## config.mk

```make
export PLATFORM = sky130hd
export DESIGN_NAME = my_dmux8way16_buf
export DESIGN_NICKNAME = d
export VERILOG_FILES = /design/src/rtl/my_dmux8way16_buf.sv
export SDC_FILE = /design/constraint.sdc
export NUM_CORES = 1
export LEC_CHECK = 0
export CAP_MARGIN = 30
export CORE_ASPECT_RATIO = 0.75
export CORE_MARGIN = 1
export CORE_UTILIZATION = 45
export DETAILED_ROUTE_END_ITERATION = 16
export DONT_BUFFER_PORTS = 1
export PLACE_DENSITY_LB_ADDON = 0.1
export SYNTH_ARGS = -nofsm -noshare
export SYNTH_HDL_FRONTEND = slang
export SYNTH_SLANG_ARGS = --single-unit
```

## constraint.sdc

```tcl
create_clock -name clk -period 2.9 [get_ports clk]
set_input_delay 0.58 -clock clk [delete_from_list [all_inputs] [get_ports clk]]
set_output_delay 0.58 -clock clk [all_outputs]
set_load 0.1 [all_outputs]
```

## src/rtl/my_dmux8way16_buf.sv

```systemverilog
// my_dmux8way16_buf: 1-to-8 demultiplexer of 16-bit words with a one-word
// buffer slot per output channel and ready/valid handshaking on both sides.
// Each channel drains independently. Incoming words are steered by sel.
// Optional feature: define MY_DMUX8WAY16_BCAST_EN to add the bcast input.
// When bcast is high, one accepted word is written into all eight slots.
module my_dmux8way16_buf (
  input  logic         clk,
  input  logic         rst_n,
  input  logic [15:0]  in,
  input  logic [2:0]   sel,
  input  logic         in_valid,
  output logic         in_ready,
  output logic [127:0] out_data,
  output logic [7:0]   out_valid,
  input  logic [7:0]   out_ready,
  output logic [3:0]   occupancy
`ifdef MY_DMUX8WAY16_BCAST_EN
  ,
  input  logic         bcast
`endif
);

  localparam int DATA_W = 16;
  localparam int CHANS  = 8;

  logic [CHANS-1:0][DATA_W-1:0] slot_q;
  logic [CHANS-1:0]             valid_q;
  logic [CHANS-1:0]             valid_d;
  logic [CHANS-1:0]             load_d;
  logic [CHANS-1:0]             free;
  logic [3:0]                   occ_q;
  logic [3:0]                   occ_d;
  logic                         accept;

  function automatic logic [3:0] popcount8(input logic [CHANS-1:0] v);
    logic [3:0] n;
    n = 4'd0;
    for (int i = 0; i < CHANS; i++) begin
      n = n + {3'd0, v[i]};
    end
    return n;
  endfunction

  // A slot can take a word if it is empty or is being drained this cycle.
  // Routing, next-state valid flags and next-state occupancy.
  always_comb begin
    free     = ~valid_q | out_ready;
    in_ready = free[sel];
    load_d   = '0;
`ifdef MY_DMUX8WAY16_BCAST_EN
    if (bcast) begin
      in_ready = &free;
    end
`endif
    accept = in_valid & in_ready;
    if (accept) begin
      load_d = CHANS'(1) << sel;
`ifdef MY_DMUX8WAY16_BCAST_EN
      if (bcast) begin
        load_d = '1;
      end
`endif
    end
    // A draining slot empties unless it is reloaded in the same cycle.
    valid_d = (valid_q & ~out_ready) | load_d;
    occ_d   = popcount8(valid_d);
  end

  // Slot data, valid flags and occupancy; reset empties every slot at once.
  always_ff @(posedge clk or negedge rst_n) begin
    if (!rst_n) begin
      slot_q  <= '0;
      valid_q <= '0;
      occ_q   <= 4'd0;
    end else begin
      for (int k = 0; k < CHANS; k++) begin
        if (load_d[k]) begin
          slot_q[k] <= in;
        end
      end
      valid_q <= valid_d;
      occ_q   <= occ_d;
    end
  end

  assign out_data  = slot_q;
  assign out_valid = valid_q;
  assign occupancy = occ_q;

endmodule

```

Word-level counts from Yosys, hierarchy flattened
Index checks and enable logic that the tools add are counted.
{ "totals": {"register_bits": 140, "word_cells": 28, "output_inout_bits": 141, "input_bits": 30} }
{ "classes": {"bitwise": 6, "shifts": 1, "mux": 3, "n_lt_le_gt_ge": 1, "add_sub_neg": 7} }
{ "op_table": {"columns": ["op", "n"], "rows": [
  ["adder 4 x 1 -> 4 bit", 4],
  ["NOT 8 bit", 2],
  ["OR 8 bit", 2],
  ["AND 8 bit", 1],
  ["two-way mux 8 bit", 1],
  ["left shift 1 x 3 -> 8 bit, first input constant", 1],
  ["adder 3 x 1 -> 4 bit", 1],
  ["less-than comparator 3 x 4 -> 1 bit, second input constant", 1],
  ["adder 2 x 1 -> 3 bit", 1],
  ["binary-select mux 1 bit (select 3 bit)", 1],
  ["adder 1 x 1 -> 2 bit", 1],
  ["AND 1 bit", 1],
  ["two-way mux 1 bit", 1]
]} }

Logic depth before layout (Yosys ltp)
Gate-level depths: netlist (run 1).
{ "logic_depth": {"ltp_word": 14, "mapped_depth": 14, "depth_no_buf": 12} }

Worst setup path before layout (run 1)
No wires, ideal clock.
{ "synth_timing": {"kind": "register to output", "startpoint": "register valid_q[2] (netlist: out_valid[2])", "endpoint": "output port in_ready", "path_stages_with_launch": 4, "setup_slack_ns": -1.170, "arrival_ns": 3.490, "n_path_buf": 0, "t_required_ns": 2.320, "path_cell_list": "dfrtp_1 > nand2b_1 > o22ai_1 > o32ai_1"} }
{ "synth_between": {"elab_chain_len": 4} }
{ "synth_rtl": {"columns": ["element", "line_no", "text"], "rows": [
  ["start: declaration", "27", "logic [CHANS-1:0] valid_q;"],
  ["start signal: assignment", "81", "valid_q <= valid_d;"],
  ["NOT 8 bit", "47", "free = ~valid_q | out_ready;"],
  ["OR 8 bit", "47", null],
  ["binary-select mux 1 bit (select 3 bit)", "48", "in_ready = free[sel];"],
  ["two-way mux 1 bit (implied by the code)", "48", null],
  ["end: declaration", "12", "output logic in_ready,"]
]} }
Every way passes these cells. The select of a mux whose other input is x is not followed.

Worst setup path in the final report (run 1)
{ "layout_timing": {"startpoint": "register valid_q[1] (netlist: out_valid[1])", "endpoint": "register occ_q[1] (netlist: occupancy[1])"} }
{ "layout_between": {"elab_chain_len": 14, "word_cells_on_any_way": 15, "cone_classes": "add/sub: 7; mux: 3; bitwise: 5"} }
{ "layout_rtl": {"columns": ["element", "line_no", "text"], "rows": [
  ["NOT 8 bit", "47", null],
  ["OR 8 bit", "47", null],
  ["binary-select mux 1 bit (select 3 bit)", "48", null],
  ["two-way mux 1 bit (implied by the code)", "48", null],
  ["AND 1 bit", "55", "accept = in_valid & in_ready;"],
  ["two-way mux 8 bit", "56", "if (accept) begin"],
  ["OR 8 bit (*)", "65", "valid_d = (valid_q & ~out_ready) | load_d;"],
  ["via valid_d[1]", "28", "logic [CHANS-1:0] valid_d;"],
  ["adder 1 x 1 -> 2 bit (*)", "39", "n = n + {3'd0, v[i]};"],
  ["adder 2 x 1 -> 3 bit (*)", "39", null],
  ["adder 3 x 1 -> 4 bit (*)", "39", null],
  ["adder 4 x 1 -> 4 bit (*) (4 in a row)", "39", null],
  ["via occ_d[1]", "32", "logic [3:0] occ_d;"],
  ["end signal: assignment", "74", "occ_q <= 4'd0;"],
  ["end signal: assignment", "82", "occ_q <= occ_d;"],
  ["end: declaration", "31", "logic [3:0] occ_q;"]
]} }
The timed path passes the listed nets; every way through them passes the cells marked *. The select of a mux whose other input is x is not followed.
A chain may end at the register's enable or synchronous reset.

==> results of run 1 <==
[worst max path at each step]
stage	cells past startpoint	slack [ns]	end	startpoint
floorplan	14	-0.56	occupancy[1]$_DFF_PN0_	in_valid
global placement	13	-0.45	occupancy[1]$_DFF_PN0_	in_valid
detailed placement	13	-0.48	occupancy[1]$_DFF_PN0_	in_valid
CTS	12	-0.16	occupancy[1]$_DFF_PN0_	out_valid[1]$_DFF_PN0_
global route	12	-0.23	occupancy[1]$_DFF_PN0_	out_valid[1]$_DFF_PN0_
finish	12	-0.14	occupancy[1]$_DFF_PN0_	out_valid[1]$_DFF_PN0_
[critical path, stage by stage, from the launching register on]
cell      delay (ns)
dfrtp_4         0.48
nand2b_4        0.09
nand4b_4        0.12
nand2_4         0.08
fa_1            0.42
fa_1            0.50
inv_1           0.05
fa_2            0.52
inv_2           0.04
ha_4            0.15
inv_2           0.05
fa_2            0.42
inv_1           0.06
[cell families (layout without fill, tap and decap cells)]
family,Yosys count,count (layout),synth area share
and+or+nand+nor,34,34,0.05540
xor gates and xnor gates,1,1,0.001558
DFF,140,140,0.6229
AOI/OAI and AO/OA,10,10,0.01090
buffers and inverters,19,71,0.02536
adders and majority gates,7,7,0.02091
muxes,128,128,0.2630
[metrics by stage]
stage | utilization | setup TNS [ns] | cells
3_5_place_dp | 0.5080 | -1.161 | 522
2_1_floorplan | - | -1.554 | 339
3_3_place_gp | 0.5080 | -1.070 | 522
5_1_grt | 0.5631 | -0.4363 | 553
4_1_cts | 0.5631 | -0.2371 | 553
6_report | 0.5631 | -0.1867 | 553
[cell usage after synthesis, drive strengths merged]
library cell	n	area, um^2
dfrtp	140	3503
mux2	128	1479
buf	12	116.4
nand2b	9	56.30
inv	7	26.28
nand2	7	28.78
fa	4	80.08
nor2b	4	27.53
a21oi	3	15.01
ha	3	37.54
o21ai	3	15.01
nand3b	2	15.01
nand4b	2	47.55
nor3	2	32.53
or3b	2	17.52
and2	1	6.260
and4	1	11.26
nand3	1	17.52
nand4	1	21.27
nor2	1	11.26
nor3b	1	18.77
o21bai	1	7.510
o221ai	1	8.760
o22ai	1	6.260
o32ai	1	8.760
xnor2	1	8.760
[repair_timing]
item | 4_1_cts | 5_1_grt
endpoints found under the hold margin | 140 | 140
setup endpoints to repair | 3 | 3
pin swaps | 3 | 1
buffers inserted | 2 | 0
gates resized for setup | 6 | 0
[placed cells by master (no fill, tap or decap), types with 2 or more instances in the layout]
master	count
nand4b_4	2
inv_1	5
clkinvlp_4	2
nand3b_1	2
buf_4	33
nand2_1	3
a21oi_1	2
nand2b_1	6
clkbuf_1	2
ha_1	2
or3b_2	2
mux2_1	4
fa_2	2
nand2b_4	3
clkbuf_16	17
fa_1	2
inv_6	2
inv_2	2
mux2_2	114
clkbuf_8	2
bufinv_16	4
dfrtp_1	137
dfrtp_4	2
nor2b_1	3
o21ai_0	2
nand2_2	3
mux2_4	10
nor3_4	2
[final cells by class]
cell class                 count  area, um^2  area share
clock buffer                  21       460.4     0.06889
clock inverter                 9       161.4     0.02415
inverter                       7       26.28    0.003931
multi-input combinational    180        2062      0.3085
sequential                   140        3512      0.5255
tap                          162       202.7     0.03033
timing repair buffer          34       259.0     0.03875
[flip-flops by register name (all words and copies together), names as in the netlist]
| signal | count |
|---|---|
| occupancy | 4 |
| out_data | 128 |
| out_valid | 8 |
[layer usage]
metal | track usage | up-vias | routed length (um)
met1 | 0.2594 | 1595 | 5372
met5 | 0 | - | 0
met3 | 0.09012 | 11 | 1073
met4 | 0.06454 | 0 | 129
li1 | - | 1281 | -
met2 | 0.3126 | 100 | 5898
==> reports/qor.csv, run 1 <==
metric,value,unit
ys_types,33,
clk_latency,0.41,ns
grt_pass1_wl,18.93,mm
place_ws,-0.4756,ns
numCtsBuffers,17,
finalWirelength,12.47,mm
drc,0,
start_util,0.4739,
hold_viol,140,
overflow,0,
syn_nets,376,
tightest_slew,0.9495,ns
drv_cap,0,
period_share,1.047,
outcome,finished with violations,
clock-sinks,140,
violations,"negative hold slack, negative setup slack",
first_pass_iters,4,
worstReg2RegEnd,occupancy[1]$_DFF_PN0_,
antennaDiodeCount,0,
routed-via-count,2987,
fin_ws,-0.1368,ns
max_freq,0.3293,GHz
grt_max_degree,141,
track_usage,0.2041,
max_slew_margin,0.3670,
gp_congestion,0.8338,
vias_per_cell,5.401,
whs,-0.1349,ns
ys_seq_area_frac,0.6229,
endpoint_kind,flop,
min_period,3.037,ns
area_growth_syn_to_layout,18.84,%
fin_nets,417,
die-area,0.01295,mm^2
die_w,131.1,um
coreArea,0.01187,mm^2
routedWlPerCell,22.56,um
ios,171,
htreeDepth,4,
r2r_cells,12,
syn_area,0.005624,mm^2
io_buffers,0,
layout-drive-gt1-share,0.5524,
ys_seq_elements,140,
required,3.25,ns
ys_warn_count,0,
clk_pin_slew,0.06,ns
rows,34,
drtAntennaViolNets,0,
r2r_slack,-0.14,ns
fin_skew,0.009172,ns
cts_tree,built,
dp_hpwl,8.203,mm
grt_pass1_vias,3181,
rsz0062_at_grt,true,
cts.path.max_buffers,2,
fin_area,0.006684,mm^2
synthCells,339,
setup_viol,2,
die_h,98.82,um
grt_antenna_before_repair,0,
timing.rr.start,out_valid[1]$_DFF_PN0_,
fill_cells,948,
critPathLaunchType,flop,
critical_path.max_fanout,2,
first_iter_violations,96,
root_buffer,clkbuf_16,
dpl_cell_area,0.006030,mm^2
syn_area_per_cell,16.59,um^2
report.final.slew_viol_count,0,
hp-class,in2async,
criticalPathCategory,reg2reg,
worstPathArrival,3.39,ns
Power of run 1 is left out: the tool's default activity adds up to more than one toggle a clock period on the data nets, which glitch-free logic cannot reach.
==> inputs of run 2 (changes only) <==
--- a/config.mk
+++ b/config.mk
@@ -6,9 +6,8 @@
 export NUM_CORES = 1
 export LEC_CHECK = 0
 export CAP_MARGIN = 30
-export CORE_ASPECT_RATIO = 0.75
 export CORE_MARGIN = 1
-export CORE_UTILIZATION = 45
+export CORE_UTILIZATION = 40
 export DETAILED_ROUTE_END_ITERATION = 16
 export DONT_BUFFER_PORTS = 1
 export PLACE_DENSITY_LB_ADDON = 0.1
==> run 2 against run 1 <==
Against the previous run: the run still ends with negative hold slack, negative setup slack left; final cell count rose by 2.7%; setup slack improved by 0.028 ns; die area increased by 12%; final area up 0.79%; via count down 1.1%; sequential cell count unchanged; global-route usage decreased by 2.1 points; wire length grew 0.72%; non-clock buffer count fell by 1; utilization down 6.2 points; critical endpoint unchanged.
==> reports/qor.csv, run 2 (synthesized netlist as in run 1, its figures left out) <==
metric,value,unit,change
outcome,finished with violations,,
violations,"negative hold slack, negative setup slack",,
setup_viol,2,,unchanged
coreArea,0.01345,mm^2,+13%
gp_congestion,0.7816,,-6.3%
ios,171,,unchanged
clk_latency,0.41,ns,about the same
r2r_slack,-0.11,ns,+0.03 ns
crit_slowest_cell,fa_2,,
grt_antenna_before_repair,0,,unchanged
tightest_slew,0.9521,ns,+0.002583 ns
rows,42,,+24%
hold_viol,140,,unchanged
die-area,0.01454,mm^2,+12%
htreeDepth,4,,unchanged
max_stage_delay,0.52,ns,about the same
first_pass_iters,4,,unchanged
routed-via-count,2955,,-1.1%
timing.rr.start,out_valid[1]$_DFF_PN0_,,
endpoint_kind,flop,,
grt_max_degree,141,,unchanged
report.final.slew_viol_count,0,,unchanged
layout-drive-gt1-share,0.5612,,+0.008795
required,3.25,ns,about the same
criticalPathCategory,reg2reg,,
drc,0,,unchanged
worst-path-buf-inv,4,,unchanged
clk_pin_slew,0.06,ns,about the same
fill_cells,1199,,+26%
rsz0062_at_grt,true,,
area_growth_syn_to_layout,19.78,%,
drtAntennaViolNets,0,,unchanged
clock-sinks,140,,unchanged
cts.path.max_buffers,2,,unchanged
critical_path.max_fanout,2,,unchanged
finalWirelength,12.56,mm,+0.72%
startpoint,out_valid[1]$_DFF_PN0_,,
overflow,0,,unchanged
layout_common_cells,"137 x dfrtp_1, 114 x mux2_2, 31 x buf_4",,
min_period,3.009,ns,-0.02765 ns
first_iter_violations,102,,+6.3%
io_buffers,0,,unchanged
start_util,0.4181,,-0.05579
track_usage,0.1830,,-0.02108
grt_pass1_vias,3218,,+1.2%
die_w,120.6,um,-8.0%
crit_chain,"nand2b_4, nand4b_4, nand2_4, fa_1, fa_1, inv_1, fa_2, inv_2, ha_4, inv_2, fa_2, inv_2",,
max_slew_margin,0.3653,,-0.001722
antennaDiodeCount,0,,unchanged
fin_nets,416,,-0.24%
largest_register_ffs,128,,unchanged
period_share,1.038,,-0.009533
whs,-0.1360,ns,-0.001101 ns
hp-class,in2async,,
dp_hpwl,8.174,mm,-0.35%
critPathLaunchType,flop,,
routedWlPerCell,22.12,um,-1.9%
cts_tree,built,,
root_buffer,clkbuf_16,,
cp_top_family,adder cells,,
crit_top_cell,inv_2,,
die_h,120.6,um,+22%
final_common_cell,dfrtp_1,,
drv_cap,0,,unchanged
fin_ws,-0.1091,ns,+0.02764 ns
fin_skew,0.006130,ns,-0.003043 ns
max_freq,0.3323,GHz,+0.92%
worstPathArrival,3.36,ns,-0.03 ns
vias_per_cell,5.202,,-3.7%
grt_pass1_wl,19.29,mm,+1.9%
numCtsBuffers,17,,unchanged
[run 2: what timing repair did]
item	in CTS	in global routing
setup endpoints to repair	3	3
gates resized for setup	8	0
buffers inserted	1	1
endpoints found under the hold margin	140	140
pin swaps	3	1
[run 2: final cells by class]
class                           instances  area [um^2]  area share
Multi-Input combinational cell        180         2069      0.3072
Clock buffer                           18        429.2     0.06371
Inverter                                7        26.28    0.003900
Timing Repair Buffer                   33        264.0     0.03919
Clock inverter                         14        215.2     0.03195
Sequential cell                       140         3512      0.5214
Tap cell                              176        220.2     0.03269
[run 2: metal layers]
layer / up-vias / track usage / wire length (um)
met5: - / 0 / 0
met4: 0 / 0.06713 / 172
met3: 17 / 0.09434 / 1384
met2: 115 / 0.2856 / 5978
met1: 1544 / 0.2150 / 5028
li1: 1279 / - / -
[run 2: path summary, 6_finish.rpt]
kind | to | depth (start not counted)
worst max-delay path | occupancy[1]$_DFF_PN0_ | 12
worst min-delay path | occupancy[1]$_DFF_PN0_ | 0
worst max register to register | occupancy[1]$_DFF_PN0_ | 12
worst min register to register | out_valid[4]$_DFF_PN0_ | 2
max in group asynchronous | out_valid[1]$_DFF_PN0_ | 0
min in group clk | out_data[44]$_DFFE_PN0P_ | 1
[run 2: stage by stage]
stage	area (um^2)	TNS [ns]	util	setup slack (ns)	std cells
after global placement	6052	-0.9966	0.4499	-0.4321	535
after detailed placement	6052	-1.098	0.4499	-0.4513	535
after global routing	6736	-0.3661	0.5007	-0.2075	568
final	6736	-0.1645	0.5007	-0.1091	568
after CTS	6729	-0.2090	0.5002	-0.1329	567
after floorplan	5713	-1.554	-	-0.5629	339
Power of run 2 is left out for the same reason.
==> inputs of run 3 (changes only) <==
--- a/config.mk
+++ b/config.mk
@@ -6,8 +6,10 @@
 export NUM_CORES = 1
 export LEC_CHECK = 0
 export CAP_MARGIN = 30
+export CORE_ASPECT_RATIO = 0.75
 export CORE_MARGIN = 1
 export CORE_UTILIZATION = 40
+export CTS_BUF_LIST = sky130_fd_sc_hd__clkbuf_8
 export DETAILED_ROUTE_END_ITERATION = 16
 export DONT_BUFFER_PORTS = 1
 export PLACE_DENSITY_LB_ADDON = 0.1
==> run 3 against run 2 <==
Against the previous run: the flow finishes with violations (design-rule violations, negative hold slack, negative setup slack); fmax shrank 0.30%; wire length grew 0.13%; clock-buffer cell count is the same; via count grew 0.14%; clock skew grew 0.0013 ns; final cell count grew 0.18%; die area is essentially flat; utilization shrank 2.3 points; hold slack lost 0.024 ns; first-iteration DRC count grew 68%; critical path type unchanged.
==> reports/qor.csv, run 3 (synthesized netlist as in run 1, its figures left out) <==
metric,value,unit,change
grt_max_degree,141,,unchanged
max_slew_margin,0.3742,,+0.008974
critical_path.max_fanout,2,,unchanged
coreArea,0.01370,mm^2,+1.9%
cts.path.max_buffers,2,,unchanged
criticalPathCategory,reg2reg,,
root_buffer,clkbuf_8,,
hold_viol,140,,unchanged
grt_pass1_wl,19.40,mm,+0.61%
finalWirelength,12.58,mm,+0.13%
htreeDepth,4,,unchanged
worstReg2RegEnd,occupancy[1]$_DFF_PN0_,,
fin_skew,0.007452,ns,+0.001323 ns
critPathLaunchType,flop,,
whs,-0.1602,ns,-0.02411 ns
fin_ws,-0.1182,ns,-0.009079 ns
utilization,0.4776,,-0.02311
first_iter_violations,171,,+68%
period_share,1.041,,+0.003131
largest_register_ffs,128,,unchanged
timing.rr.start,out_valid[1]$_DFF_PN0_,,
io_buffers,0,,unchanged
setup_viol,2,,unchanged
ios,171,,unchanged
dp_hpwl,8.334,mm,+2.0%
antennaDiodeCount,0,,unchanged
vias_per_cell,5.200,,about the same
fill_cells,1204,,+0.42%
drv_cap,0,,unchanged
rows,37,,-12%
grt_antenna_before_repair,0,,unchanged
violations,"design-rule violations, negative hold slack, negative setup slack",,
drc,3,,+3
die-area,0.01454,mm^2,about the same
startpoint,out_valid[1]$_DFF_PN0_,,
routed-via-count,2959,,+0.14%
die_h,104.7,um,-13%
clk_pin_slew,0.07,ns,about the same
worstPathArrival,3.39,ns,+0.03 ns
r2r_cells,12,,unchanged
hp-class,in2async,,
layout_common_cells,"137 x dfrtp_1, 114 x mux2_2, 34 x buf_4",,
report.final.slew_viol_count,0,,unchanged
start_util,0.4104,,-0.007634
min_period,3.018,ns,+0.009079 ns
drtAntennaViolNets,0,,unchanged
r2r_slack,-0.12,ns,about the same
endpoint_kind,flop,,
track_usage,0.1843,,+0.001323
overflow,0,,unchanged
clock-sinks,140,,unchanged
gp_congestion,0.7625,,-2.4%
rsz0062_at_grt,true,,
first_pass_iters,12,,+8
grt_pass1_vias,3125,,-2.9%
layout-drive-gt1-share,0.5558,,-0.005387
outcome,finished with violations,,
max_freq,0.3313,GHz,-0.30%
area_growth_syn_to_layout,16.37,%,
clk_latency,0.43,ns,+0.02 ns
cts_tree,built,,
die_w,138.9,um,+15%
final_common_cell,dfrtp_1,,
required,3.27,ns,+0.02 ns
tightest_slew,0.9386,ns,-0.01346 ns
routedWlPerCell,22.11,um,about the same
fin_nets,419,,+0.72%
numCtsBuffers,17,,unchanged
[run 3: cell count changes in the layout (fill, tap and decap cells not counted), moves of 2 or more]
cell        previous run  this run
clkbuf_8               0        18
inv_1                  4         7
clkinvlp_4             2         0
clkbuf_16             17         0
buf_4                 31        34
inv_6                  3         1
[run 3: what timing repair did]
action / 4_1_cts / 5_1_grt
resized for setup: 6 / 1
pin swaps: 3 / 0
buffers inserted: 2 / 0
endpoints found under the setup margin: 4 / 4
hold endpoints to repair: 140 / 140
[run 3: how the worst max path moves through the flow]
stage                              to  slack [ns]
2_1_floorplan  occupancy[1]$_DFF_PN0_       -0.56
3_3_place_gp   occupancy[1]$_DFF_PN0_       -0.47
3_5_place_dp   occupancy[1]$_DFF_PN0_       -0.53
4_1_cts        occupancy[1]$_DFF_PN0_       -0.13
5_1_grt        occupancy[1]$_DFF_PN0_       -0.22
6_report       occupancy[1]$_DFF_PN0_       -0.12
[run 3: stage by stage]
stage	cell area, um^2	std cells	setup slack, ns	hold slack [ns]	setup TNS, ns
2_1_floorplan	5713	339	-0.5629	0.2844	-1.554
3_3_place_gp	6053	536	-0.4650	0.2878	-1.192
3_5_place_dp	6053	536	-0.5293	0.2883	-1.457
4_1_cts	6541	569	-0.1300	-0.1993	-0.1870
5_1_grt	6545	569	-0.2198	-0.2127	-0.4107
6_report	6545	569	-0.1182	-0.1602	-0.1602
[run 3: area by class of cell]
type | count | area [um^2] | area share
repair buffers | 36 | 277.8 | 0.04244
flip-flops and latches | 140 | 3512 | 0.5366
inverters | 7 | 26.28 | 0.004015
clock buffers | 18 | 247.7 | 0.03785
clock inverters | 13 | 198.9 | 0.03040
well taps | 175 | 219.0 | 0.03345
multi-input cells | 180 | 2063 | 0.3152
[run 3: layer usage]
metal	track usage	routed length, um	share of wire
met1	0.2378	5620	0.45
met2	0.2727	5767	0.46
met3	0.08616	1031	0.082
met4	0.06190	160	0.013
met5	0	0	0
[run 3: critical path: stages (launching register included)]
cell and delay [ns]:
dfrtp_4 0.49, nand2b_4 0.10, nand4b_4 0.12, nand2_4 0.09, fa_1 0.42, fa_1 0.49, inv_1 0.05, fa_2 0.52
inv_2 0.04, ha_4 0.15, inv_2 0.04, fa_2 0.41, inv_1 0.06
Power of run 3 is left out for the same reason.
